File: src/rtl/cnt_sched.sv
// Two-requester round-robin run scheduler: the winner owns a shared counter
// for a latched number of cycles, then receives a one-cycle done pulse.
module cnt_sched #(
  parameter int WIDTH = 8
) (
  input  logic             clk,
  input  logic             reset_n,
  input  logic [1:0]       req,
  input  logic [WIDTH-1:0] len0,
  input  logic [WIDTH-1:0] len1,
  input  logic             abort,
  output logic [1:0]       gnt,
  output logic             busy,
  output logic [WIDTH-1:0] cnt,
  output logic             cnt_valid,
  output logic [1:0]       done,
  output logic [1:0]       o_dbg_state
);

  typedef enum logic [1:0] {
    S_IDLE = 2'd0,
    S_RUN  = 2'd1,
    S_DONE = 2'd2
  } state_t;

  state_t           r_state;
  state_t           w_next_state;
  logic             r_ptr;
  logic             r_winner;
  logic [WIDTH-1:0] r_cnt;
  logic [WIDTH-1:0] r_len_q;

  logic             w_winner;
  logic [WIDTH-1:0] w_sel_len;
  logic             w_last;
  logic             w_end_run;

  // Pointer holder wins if requesting; otherwise the other requester does.
  assign w_winner  = req[r_ptr] ? r_ptr : ~r_ptr;
  assign w_sel_len = w_winner ? len1 : len0;
  assign w_last    = (r_cnt == (r_len_q - WIDTH'(1)));
  assign w_end_run = abort || w_last;

  always_comb begin
    w_next_state = r_state;
    gnt          = 2'b00;
    done         = 2'b00;
    cnt_valid    = 1'b0;
    case (r_state)
      S_IDLE: begin
        if (req != 2'b00) begin
          w_next_state = (w_sel_len != '0) ? S_RUN : S_DONE;
        end
      end
      S_RUN: begin
        gnt       = r_winner ? 2'b10 : 2'b01;
        cnt_valid = 1'b1;
        if (w_end_run) begin
          w_next_state = S_DONE;
        end
      end
      S_DONE: begin
        done         = r_winner ? 2'b10 : 2'b01;
        w_next_state = S_IDLE;
      end
      default: begin
        w_next_state = S_IDLE;
      end
    endcase
  end

  assign busy        = (r_state == S_RUN) || (r_state == S_DONE);
  assign cnt         = cnt_valid ? r_cnt : '0;
  assign o_dbg_state = r_state;

  always_ff @(posedge clk) begin
    if (!reset_n) begin
      r_state  <= S_IDLE;
      r_ptr    <= 1'b0;
      r_winner <= 1'b0;
      r_cnt    <= '0;
      r_len_q  <= '0;
    end else begin
      r_state <= w_next_state;
      case (r_state)
        S_IDLE: begin
          if (req != 2'b00) begin
            r_winner <= w_winner;
            r_len_q  <= w_sel_len;
            r_cnt    <= '0;
          end
        end
        S_RUN: begin
          if (!w_end_run) begin
            r_cnt <= r_cnt + WIDTH'(1);
          end
        end
        S_DONE: begin
          r_ptr <= ~r_winner;
        end
        default: begin
          r_ptr <= r_ptr;
        end
      endcase
    end
  end

endmodule

File: config.mk
export PLATFORM = sky130hd
export DESIGN_NAME = cnt_sched
export DESIGN_NICKNAME = d
export VERILOG_FILES = /design/src/rtl/cnt_sched.sv
export SDC_FILE = /design/constraint.sdc
export NUM_CORES = 1
export LEC_CHECK = 0
export CORE_ASPECT_RATIO = 0.8
export CORE_MARGIN = 2
export CORE_UTILIZATION = 46
export DETAILED_ROUTE_END_ITERATION = 6
export PLACE_DENSITY = 0.83
export SLEW_MARGIN = 20
export SYNTH_ARGS = -nofsm -noshare
export SYNTH_HDL_FRONTEND = slang
export SYNTH_SLANG_ARGS = --single-unit
File: constraint.sdc
create_clock -name clk -period 4.3 [get_ports clk]
set_input_delay 0.86 -clock clk [delete_from_list [all_inputs] [get_ports clk]]
set_output_delay 0.86 -clock clk [all_outputs]
set_load 0.01 [all_outputs]
==> impl_metrics.py <==
metrics = {
    "sta": {
        "rsz0062_at_grt": "false",
        "worst_slew_pin_slew_ns": 0.770,
        "max_freq_mhz": 347,
        "slew_viol_final": 0,
        "slew_headroom": 0.481,
        "setup_viol_count_final": 0,
        "hold_violations": 0,
        "setup_slack_ns": 1.42,
        "fin_crit_sh": 0.670,
        "setup_tns_ns": 0,
        "fin_crit_ns": 2.88,
        "worst_clock_skew_ns": 0.00471,
    },
    "power_and_ir_drop": {
        "p_leak_nw": 0.765,
        "swShare": 0.393,
        "p_int_uw": 421,
        "peakVddDrop_uv": 168,
        "power_density_nw_per_um2": 370,
        "p_sw_uw": 272,
        "p_total_uw": 693,
        "power_frac_seq": 0.358,
        "combPwrFrac": 0.465,
        "p_clk_frac": 0.176,
    },
    "worst_setup_path": {
        "crit_arrival_ns": 2.02,
        "cp_top_family": "buffers and inverters",
        "crit_fanout": 14,
        "r2r_start": "r_len_q[0]",
        "worstSetupPathType": "flip-flop to output port",
        "startpoint": "o_dbg_state[1]",
        "crit_path_cell_trace": "inv_1 -> ha_1 -> inv_1 -> nor2_1 -> clkdlybuf4s50_1",
        "cp-start-kind": "flip-flop",
        "crit_buf_inv": 3,
        "crit_top_cell": "inv_1",
        "slowest_stage": "clkdlybuf4s50_1",
        "slowest_delay_ns": 0.55,
        "endpoint_kind": "output port",
        "required_ns": 3.44,
    },
    "grt": {
        "grt_pass1_wl_um": 5770,
        "grt_pass1_vias": 1270,
        "grt_max_degree": 18,
        "grt_antenna_before_repair": 0,
        "track_usage": 0.213,
        "grt_overflow_total": 0,
    },
    "synthesis": {
        "syn_area_um2": 1440,
        "synth_edf_count": 0,
        "postSynthAreaPerCell_um2": 8.24,
        "synthCells": 175,
        "yosysTopAreaCell": "dfxtp_1",
        "yosysWarnings": 0,
        "synthTopCellsByCount": "21 x nor2_1, 20 x dfxtp_1, 15 x nand2_1",
        "synth_nets": 201,
        "yosysMostFrequentCell": "nor2_1",
        "synthFlopType": "dfxtp_1",
        "ys_top_cells_by_area": "dfxtp_1 28%, mux2i_1 8.3%, nor2_1 5.5%",
        "synth.distinct_cells": 43,
        "synth_top_area_frac": 0.278,
        "yosysSeqAreaShare": 0.278,
        "synth-seq-cells": 20,
        "ys_async_sr_fraction": 0,
    },
    "die": {
        "dieWidth_um": 66.6,
        "start_util": 0.474,
        "coreArea_um2": 3040,
        "die_h_um": 54.1,
        "rows": 18,
        "ios": 37,
        "dieArea_um2": 3600,
    },
    "hold_path": {
        "hold_path.class": "flip-flop to flip-flop",
        "hp-start": "o_dbg_state[0]",
    },
    "clock_network": {
        "clkLatencyLatePin_ns": 0.26,
        "cts.clk_slew.worst_paths_ns": 0.07,
        "cts_buffers": 3,
        "htreeDepth": 1,
        "root_buffer": "clkbuf_8",
        "cts_tree": "yes",
        "cts_resized": 0,
        "clockBufferDepth": 2,
        "clock-sinks": 20,
        "cts_setup_buffers": 0,
        "cts_hold_buffers": 0,
    },
    "status": {
        "status": "completed",
    },
    "run": {
        "maxCapViolCount": 0,
    },
    "routing": {
        "wirelength_um": 3440,
        "num_vias": 1362,
        "drc_errors": 0,
        "via_per_inst": 5.47,
        "drt_iter0_markers": 100,
        "firstDrtPassIters": 4,
        "ant_nets": 0,
        "wl_per_cell_um": 13.8,
    },
    "final_layout": {
        "nNetsFinal": 237,
        "antenna_cells": 0,
        "area_delta_synth_final_pct": 30.0,
        "drive_gt1_frac": 0.0861,
    },
    "placement": {
        "dp.final_hpwl_um": 2700,
        "dp_slack_ns": 1.60,
        "port_buffers": 36,
        "place_congestion": 0.870,
    },
}
layer usage:
| layer | share of wire | global-route usage |
|---|---|---|
| met3 | 0.045 | 0.0314 |
| met5 | 0 | 0 |
| met2 | 0.46 | 0.368 |
| met4 | 0.015 | 0.0612 |
| met1 | 0.48 | 0.278 |
power by group through the flow:
stage                     logic [mW]  clock network, mW  registers [mW]
after detailed placement       0.321                  0           0.253
final                          0.322              0.122           0.248
after global placement         0.316                  0           0.251
after CTS                      0.323              0.124           0.249
after global routing           0.356              0.130           0.253
after floorplan                0.233                  0           0.241
worst register-to-register path, cell delays in order (launching register included):
cell,delay (ns)
dfxtp_1,0.45
inv_1,0.07
ha_1,0.29
xor2_1,0.18
nor2_1,0.11
a211oi_1,0.09
o41ai_4,0.51
nand3_2,0.26
nand4_1,0.19
mux2i_1,0.18
logic make-up (layout without fill, tap and decap cells):
logic type               Yosys count  count (layout)  synth area share
XOR/XNOR                          12              12            0.0729
AO/OA/AOI/OAI                     35              35             0.195
flip-flops                        20              20             0.278
multiplexers                      12              12            0.0833
AND/OR/NAND/NOR                   75              75             0.281
adder cells (fa/ha/maj)            5               5            0.0434
buffers and inverters             16              50            0.0468
placed cells by master (no fill, tap or decap), types with 3 or more instances in the layout:
master            n
o21ai_0           4
nand3_1           4
ha_1              5
xnor2_1           5
mux2i_1          12
clkdlybuf4s50_1  36
dfxtp_1          20
clkbuf_8          3
a31oi_1           3
a211oi_1         10
xor2_1            7
nand2_1          15
inv_1             9
and2_1           10
and3_1            4
nor2_1           21
nor4_1            4
a21oi_1           5
sequential cells by signal (all words and copies together), names as in the netlist:
name         count
r_cnt            8
o_dbg_state      2
r_winner         1
r_ptr            1
r_len_q          8
final timing paths:
| check | slack, ns | cells after the start | endpoint |
|---|---|---|---|
| max | 1.42 | 5 | gnt[0] |
| min | 0.50 | 2 | o_dbg_state[0] |
| max reg2reg | 1.90 | 9 | r_cnt[7] |
| min reg2reg | 0.50 | 2 | o_dbg_state[0] |
final cells by class:
| type | instances | area, µm² |
|---|---|---|
| Multi-Input combinational cell | 139 | 975 |
| Timing Repair Buffer | 38 | 375 |
| Sequential cell | 20 | 400 |
| Inverter | 9 | 33.8 |
| Tap cell | 40 | 50.0 |
| Fill cell | 272 | 1160 |
| Clock buffer | 3 | 41.3 |
through the flow:
step	hold WS [ns]	util	cell area, µm²	std cells
finish	0.499	0.617	1880	249
global route	0.548	0.617	1880	249
CTS	0.501	0.617	1880	249
detailed placement	0.492	0.603	1830	246
global placement	0.489	0.603	1830	246
floorplan	0.466	-	1440	175
(Power assumes the default switching activity.)
